`src/rtl/pmem_loader_pkg.sv`:
```
// ---------------------------------------------------------------------------
// pmem_loader_pkg
// Shared definitions for the program-memory loader: the byte and instruction
// widths and the loader state encoding.
//
// Optional feature macro: PMEM_LOADER_CHECKSUM_EN
//   When defined, the CHECK state exists and the loader expects one trailing
//   checksum byte after the program words.
// ---------------------------------------------------------------------------
package pmem_loader_pkg;

    localparam int BYTE_W  = 8;
    localparam int INSTR_W = 12;

    // Encodings are pinned so the state values stay the same whether or not
    // the checksum state is compiled in.
    typedef enum logic [2:0] {
        IDLE  = 3'd0,
        RX_LO = 3'd1,
        RX_HI = 3'd2,
        WRITE = 3'd3,
`ifdef PMEM_LOADER_CHECKSUM_EN
        CHECK = 3'd4,
`endif
        DONE  = 3'd5
    } pl_state_e;

    // True in the states where a new load may be launched by start.
    function automatic logic canStart(input pl_state_e s);
        return (s == IDLE) || (s == DONE);
    endfunction

endpackage

```
`src/rtl/pmem_loader_cksum.sv`:
```
// ---------------------------------------------------------------------------
// pmem_loader_cksum
// Running modulo-256 byte accumulator used to verify a program image.
//
// Ports:
//   clk        clock
//   rst        asynchronous active-low reset, clears the sum
//   i_clear    synchronous clear (start of a new load)
//   i_add      add i_data into the sum this cycle
//   i_data     byte to accumulate
//   i_ref      reference byte to compare against the current sum
//   o_mismatch 1 when i_ref differs from the current sum
// ---------------------------------------------------------------------------
module pmem_loader_cksum
    import pmem_loader_pkg::*;
(
    input  logic              clk,
    input  logic              rst,
    input  logic              i_clear,
    input  logic              i_add,
    input  logic [BYTE_W-1:0] i_data,
    input  logic [BYTE_W-1:0] i_ref,
    output logic              o_mismatch
);

    logic [BYTE_W-1:0] r_sum;

    // Clear has priority so a start on the same cycle as a stray add
    // still begins the new image from zero.
    always_ff @(posedge clk or negedge rst) begin
        if (!rst) begin
            r_sum <= '0;
        end else if (i_clear) begin
            r_sum <= '0;
        end else if (i_add) begin
            r_sum <= r_sum + i_data;
        end
    end

    assign o_mismatch = (i_ref != r_sum);

endmodule

```
`src/rtl/pmem_loader.sv`:
```
// ---------------------------------------------------------------------------
// pmem_loader
// Receives a byte stream (low byte then high nibble per word) and writes
// DEPTH 12-bit instructions into program memory through LE/LA/LI.
//
// Optional feature macro: PMEM_LOADER_CHECKSUM_EN
//   Adds a CHECK state that accepts one extra byte and flags err if it does
//   not equal the modulo-256 sum of all 2*DEPTH data bytes.
//
// Parameters:
//   DEPTH      program words per load
//   AW         load-address width
// Ports:
//   clk        clock
//   rst        asynchronous active-low reset
//   start      one-cycle load request (ignored while busy)
//   in_valid   byte-stream valid
//   in_data    byte-stream data
//   in_ready   loader accepts a byte this cycle
//   LE         program-memory load enable, one cycle per word
//   LA         program-memory load address
//   LI         program-memory load instruction
//   load_done  all words written, held until next start or reset
//   busy       load in progress
//   err        sticky format/checksum error for the current load
// ---------------------------------------------------------------------------
module pmem_loader
    import pmem_loader_pkg::*;
#(
    parameter int DEPTH = 10,
    parameter int AW    = 8
) (
    input  logic               clk,
    input  logic               rst,
    input  logic               start,
    input  logic               in_valid,
    input  logic [BYTE_W-1:0]  in_data,
    output logic               in_ready,
    output logic               LE,
    output logic [AW-1:0]      LA,
    output logic [INSTR_W-1:0] LI,
    output logic               load_done,
    output logic               busy,
    output logic               err
);

    localparam logic [AW-1:0] LAST_ADDR = AW'(DEPTH - 1);

    pl_state_e          r_state;
    logic [AW-1:0]      r_la;
    logic [INSTR_W-1:0] r_li;
    logic               r_le;
    logic               r_inReady;
    logic               r_busy;
    logic               r_done;
    logic               r_err;

    logic               w_xfer;

    assign w_xfer = in_valid && r_inReady;

`ifdef PMEM_LOADER_CHECKSUM_EN
    logic w_ckClear;
    logic w_ckAdd;
    logic w_ckBad;

    // Only the program bytes are summed; the checksum byte itself is compared.
    assign w_ckClear = canStart(r_state) && start;
    assign w_ckAdd   = w_xfer && ((r_state == RX_LO) || (r_state == RX_HI));

    pmem_loader_cksum u_cksum (
        .clk        (clk),
        .rst        (rst),
        .i_clear    (w_ckClear),
        .i_add      (w_ckAdd),
        .i_data     (in_data),
        .i_ref      (in_data),
        .o_mismatch (w_ckBad)
    );
`endif

    // Single FSM; every output flag is registered and updated on the
    // transition that enters the state it belongs to, so outputs never
    // depend combinationally on inputs.
    always_ff @(posedge clk or negedge rst) begin
        if (!rst) begin
            r_state   <= IDLE;
            r_la      <= '0;
            r_li      <= '0;
            r_le      <= 1'b0;
            r_inReady <= 1'b0;
            r_busy    <= 1'b0;
            r_done    <= 1'b0;
            r_err     <= 1'b0;
        end else begin
            case (r_state)
                IDLE, DONE: begin
                    if (start) begin
                        r_state   <= RX_LO;
                        r_la      <= '0;
                        r_err     <= 1'b0;
                        r_done    <= 1'b0;
                        r_busy    <= 1'b1;
                        r_inReady <= 1'b1;
                    end
                end
                RX_LO: begin
                    if (w_xfer) begin
                        r_li[7:0] <= in_data;
                        r_state   <= RX_HI;
                    end
                end
                RX_HI: begin
                    // A non-zero upper nibble is a format error, but the
                    // word is still written so the address sequence holds.
                    if (w_xfer) begin
                        r_li[11:8] <= in_data[3:0];
                        if (in_data[7:4] != 4'h0) begin
                            r_err <= 1'b1;
                        end
                        r_state   <= WRITE;
                        r_inReady <= 1'b0;
                        r_le      <= 1'b1;
                    end
                end
                WRITE: begin
                    r_le <= 1'b0;
                    // Stop at the last address rather than incrementing,
                    // so LA never leaves 0..DEPTH-1.
                    if (r_la == LAST_ADDR) begin
`ifdef PMEM_LOADER_CHECKSUM_EN
                        r_state   <= CHECK;
                        r_inReady <= 1'b1;
`else
                        r_state   <= DONE;
                        r_busy    <= 1'b0;
                        r_done    <= 1'b1;
`endif
                    end else begin
                        r_la      <= r_la + 1'b1;
                        r_state   <= RX_LO;
                        r_inReady <= 1'b1;
                    end
                end
`ifdef PMEM_LOADER_CHECKSUM_EN
                CHECK: begin
                    if (w_xfer) begin
                        if (w_ckBad) begin
                            r_err <= 1'b1;
                        end
                        r_state   <= DONE;
                        r_inReady <= 1'b0;
                        r_busy    <= 1'b0;
                        r_done    <= 1'b1;
                    end
                end
`endif
                default: begin
                    r_state   <= IDLE;
                    r_le      <= 1'b0;
                    r_inReady <= 1'b0;
                    r_busy    <= 1'b0;
                end
            endcase
        end
    end

    assign in_ready  = r_inReady;
    assign LE        = r_le;
    assign LA        = r_la;
    assign LI        = r_li;
    assign load_done = r_done;
    assign busy      = r_busy;
    assign err       = r_err;

endmodule

```
`config.mk`:
```
export PLATFORM = sky130hd
export DESIGN_NAME = pmem_loader
export DESIGN_NICKNAME = d
export VERILOG_FILES = /design/src/rtl/pmem_loader_pkg.sv /design/src/rtl/pmem_loader_cksum.sv /design/src/rtl/pmem_loader.sv
export SDC_FILE = /design/constraint.sdc
export NUM_CORES = 1
export LEC_CHECK = 0
export ABC_AREA = 1
export BUFFER_PORTS_ARGS = -buffer_cell sky130_fd_sc_hd__buf_2
export CORE_ASPECT_RATIO = 1.2
export CORE_MARGIN = 10
export CORE_UTILIZATION = 52
export DETAILED_ROUTE_END_ITERATION = 8
export PLACE_DENSITY = 0.79
export SYNTH_ARGS = -nofsm -noshare
export SYNTH_HDL_FRONTEND = slang
export SYNTH_SLANG_ARGS = --single-unit
```
`constraint.sdc`:
```
create_clock -name clk -period 1.6 [get_ports clk]
set_input_delay 0.08 -clock clk [delete_from_list [all_inputs] [get_ports clk]]
set_output_delay 0.08 -clock clk [all_outputs]
set_load 0.02 [all_outputs]
```
# [Word-level counts from Yosys, hierarchy flattened]
# Cells that the tools add are included.
[totals] out_inout_bits=25 wordCells=63 ff_bits=28 input_bits=12
[classes] n_addsub=1 eq_ne=11 bitwise=3 reduce_logical=17 muxes=22
[ops] op="$mux 8" n=2
[ops] op="$pmux 8 s2" n=1
[ops] op="$mux 3" n=4
[ops] op="$ne 2x2->1 const B" n=6
[ops] op="$pmux 3 s4" n=1
[ops] op="$reduce_and 3->1" n=4
[ops] op="$mux 1" n=9
[ops] op="$add 8x1->8 const B" n=1
[ops] op="$eq 8x4->1 const B" n=1
[ops] op="$reduce_and 4->1" n=2
[ops] op="$eq 3x2->1 const B" n=2
[ops] op="$pmux 1 s2" n=3
[ops] op="$reduce_and 2->1" n=3
[ops] op="$pmux 1 s4" n=1
[ops] op="$reduce_bool 2->1" n=2
[ops] op="$reduce_bool 4->1" n=1
[ops] op="$reduce_or 2->1" n=2
[ops] op="$eq 3x1->1 const B" n=1
[ops] op="$eq 3x3->1 const B" n=1
[ops] op="$logic_not 3->1" n=1
[ops] op="$not 1->1" n=3
[ops] op="$pmux 1 s3" n=1
[ops] op="$reduce_or 3->1" n=1
[ops] op="$logic_and 1x1->1" n=1

# [Longest topological paths before layout]
[logic_depth] depth_word=4 depth_mapped=9 depth_no_buf=9

# [Least setup slack after synthesis]
# Ideal clock, no wire load.
[synth_path] path_type="reg-to-reg" startpoint="register r_la[1] (netlist: LA[1])" endpoint="register r_la[5] (netlist: LA[5])" setup_ns=0.121 path_buffers=1 synth_period_minus_slack_ns=1.427 t_arrival_ns=1.305 setup_slack_ns=0.173 t_required_ns=1.479 stages_incl_launch_ff=10 path_cell_list="dfrtp_1 inv_1 ha_1 nand3_1 nor2_1 nand2_1 nand3_2 buf_6 nand2_2 o21ai_2"
[synth_between] elab_chain_cells=3 elab_cells_between_ends=6 cone_classes="add/sub: 1; eq/ne: 2; mux: 2; reduce/logical: 1"
[synth_lines] element="start, declared" line_no="pmem_loader.sv:50" source="logic [AW-1:0] r_la;"
[synth_lines] element="start signal, assigned" line_no="pmem_loader.sv:140" source="r_la <= r_la + 1'b1;"
[synth_lines] element="$add 8x1->8 / $eq 8x4->1 (equally long branches)" line_no="pmem_loader.sv:140, pmem_loader.sv:130"
[synth_lines] element="$mux 8 / $ne 2x2->1 (equally long branches)"
[synth_lines] element="$pmux 8 s2 / $reduce_and 3->1 (equally long branches)"
# Several ways; a longest one is shown, not always the timed one. The select of a mux whose other input is x is not followed.
# A chain may end at the register's enable or synchronous reset.

# [Worst setup path after layout]
[layout_path] startpoint="register r_la[1] (netlist: LA[1])" endpoint="register r_la[3] (netlist: LA[3])"
# Same word-level chain as after synthesis.

==> flow_summary.json <==
{
  "status": "completed",
  "synth_common_cells": "nand2_1, dfrtp_1, nor2_1",
  "io_buffers": 36,
  "grt_max_degree": 29,
  "worstSetupPathType": "flip-flop to flip-flop",
  "rsz0062_at_grt": "false",
  "critPathCaptureType": "flip-flop",
  "drt-pass1-iter-count": 4,
  "worstHoldPathType": "input port to flip-flop",
  "use_met2_pct": 23.97,
  "cts_sinks": 28,
  "antenna_found_initial": 0,
  "avgSynthCellArea_um2": 8.353,
  "met1_usage_pct": 13.80,
  "fin_nets": 237,
  "power_density_nw_per_um2": 1630,
  "fill_cells": 219,
  "ys_seq_elements": 28,
  "pin_count": 37,
  "worst_pin_slew_ps": 605.1,
  "crit_required_ps": 1840,
  "grt-busiest-layer": "met2",
  "fp.dieW_um": 68.13,
  "yosys.cell_count.top_type": "nand2_1",
  "clockRootBuffer": "clkbuf_4",
  "post-route-util_pct": 68.89,
  "cts_tree": "yes",
  "crit_fanout": 7,
  "finalHoldViolations": 0,
  "ys_types": 22,
  "switching_share_pct": 45.23,
  "vias_per_cell": 5.090,
  "syn-num-nets": 187,
  "synthToLayoutAreaGrowth_pct": 24.07,
  "grt.total_usage_pct": 13.87,
  "worstPathArrival_ps": 1730,
  "numCtsBuffers": 3,
  "combPwrFrac_pct": 51.4,
  "start_util_pct": 55.53,
  "cp-start-kind": "flip-flop",
  "synth_area_leader_cell": "dfrtp_1",
  "wirelength_um": 3442,
  "seqPwrFrac_pct": 36.6,
  "final_antenna_net_count": 0,
  "drv_cap": 0,
  "grt_pass1_wl_um": 5899,
  "intPower_mw": 1.601,
  "power.leakage_nw": 0.9818,
  "drive_gt1_share_pct": 31.53,
  "fin_tns_setup_ps": 0,
  "drtIter0Drc": 52,
  "synth-seq-area-share_pct": 48.48,
  "slew_violations": 0,
  "clk_pin_slew_ps": 140,
  "irDropWorstVdd_mv": 1.017,
  "grt_overflow": 0,
  "power_switching_mw": 1.322,
  "relSlewSlack_pct": 59.66,
  "synth_area_um2": 1445,
  "min_period_ps": 1489,
  "antenna_cells": 0,
  "max_freq_mhz": 671.7,
  "routabilityCongestion": 0.8895,
  "dp_slack_ps": -22.41,
  "wire_per_inst_um": 13.50,
  "synth_warnings": 0,
  "synth_area_leaders": "dfrtp_1, nand2_1, nor2_1, o21ai_0, inv_1",
  "skew_ps": 3.844,
  "yosys.area.top_type_share_pct": 48.48,
  "clockPowerShare_pct": 11.9,
  "die_y_um": 77.75,
  "synth-edff-count": 0,
  "htree_levels": 1,
  "netlist_instances": 173,
  "routed-via-count": 1298,
  "synthArstFlopShare_pct": 100.0,
  "clock_path_buffers": 2,
  "grt_pass1_vias": 1379,
  "layout_setup_ws_ps": 111.3,
  "insertion_delay_ps": 330,
  "setup_viol": 0,
  "dieArea_um2": 5297,
  "grt_use_met3_pct": 5.747,
  "hpwl_um": 2582,
  "route.detailed.drc": 0,
  "rows": 20,
  "fin_crit_sh_pct": 93.04,
  "core-area_um2": 2603,
  "synthFlopType": "dfrtp_1"
}
-- power groups by stage --
| stage | Clock (mW) | Sequential [mW] | Combinational, mW |
|---|---|---|---|
| 6_report | 0.349 | 1.07 | 1.50 |
| 5_1_grt | 0.389 | 1.10 | 1.67 |
| 4_1_cts | 0.356 | 1.07 | 1.46 |
| 3_5_place_dp | 0 | 1.08 | 1.43 |
| 3_3_place_gp | 0 | 1.07 | 1.37 |
| 2_1_floorplan | 0 | 1.33 | 0.784 |
-- through the flow --
step / instances / cell area [um^2] / hold WS [ps] / total power, mW
final: 255 / 1793 / 10.46 / 2.922
after global routing: 255 / 1793 / 10.59 / 3.158
after CTS: 253 / 1775 / 1.800 / 2.886
after detailed placement: 241 / 1652 / 130.8 / 2.505
after global placement: 241 / 1652 / 125.2 / 2.445
after floorplan: 173 / 1445 / -215.6 / 2.117
-- path summary, 6_finish.rpt --
check | startpoint | endpoint | slack [ps] | cells past startpoint
worst max register to register | LA[1] | LA[3] | 110 | 8
min in group asynchronous | rst | LA[5] | 270 | 2
worst max-delay path | LA[1] | LA[3] | 110 | 8
worst min-delay path | in_data[1] | LI[9] | 10 | 3
worst min register to register | load_done | load_done | 490 | 2
max in group asynchronous | rst | LI[11] | 940 | 2
-- layer usage --
layer	vias up	share of wire [%]
met2	37	50
met1	598	39
met4	0	2.3
met3	8	9.0
li1	655	-
met5	-	0
-- worst max-delay path, cell delays in order, from the launching register on --
cell and delay [ps]:
dfrtp_1 450, inv_1 70, ha_1 130, nand3_1 90, nor2_1 160, nand2_1 170, nand3_4 150, buf_4 130
o21ai_2 40
-- kinds of logic after synthesis --
kind of cell,share of synthesized area (%)
buf+inv,7.012
flops,48.48
compound gates,10.91
fa+ha+maj,1.731
mux,3.636
simple gates,28.22
-- state kept, by name, summed over array words and instances, names as in the netlist --
name and count:
busy 1, LE 1, r_state 3, load_done 1, in_ready 1, LI 12
LA 8, err 1
-- cell usage in the layout, fill, tap and decap left out, drive strengths merged, types with 3 or more instances in the layout --
master,count
nand2,54
buf,38
dfrtp,28
inv,21
o21ai,20
nor2,19
nand3,13
dlygate4sd3,8
a21oi,5
clkbuf,4
mux2,4
or2,3
-- final cells by class --
type                    count  area (um^2)  share of cell area (%)
clock buffers               4        36.28                   2.024
inverters                  21        78.83                   4.396
multi-input cells         123        660.6                   36.85
flip-flops and latches     28        700.7                   39.08
well taps                  33        41.29                   2.303
repair buffers             46        275.3                   15.35
-- timing repair --
| item | in CTS | in global routing |
|---|---|---|
| hold buffers | 8 | 0 |
| hold endpoints to repair | 36 | 0 |
| gates cloned | 0 | 1 |
| buffers inserted | 0 | 1 |
| gates resized for setup | 1 | 0 |
| setup endpoints to repair | 3 | 3 |
Note: power is estimated with default switching activity, not from simulation.
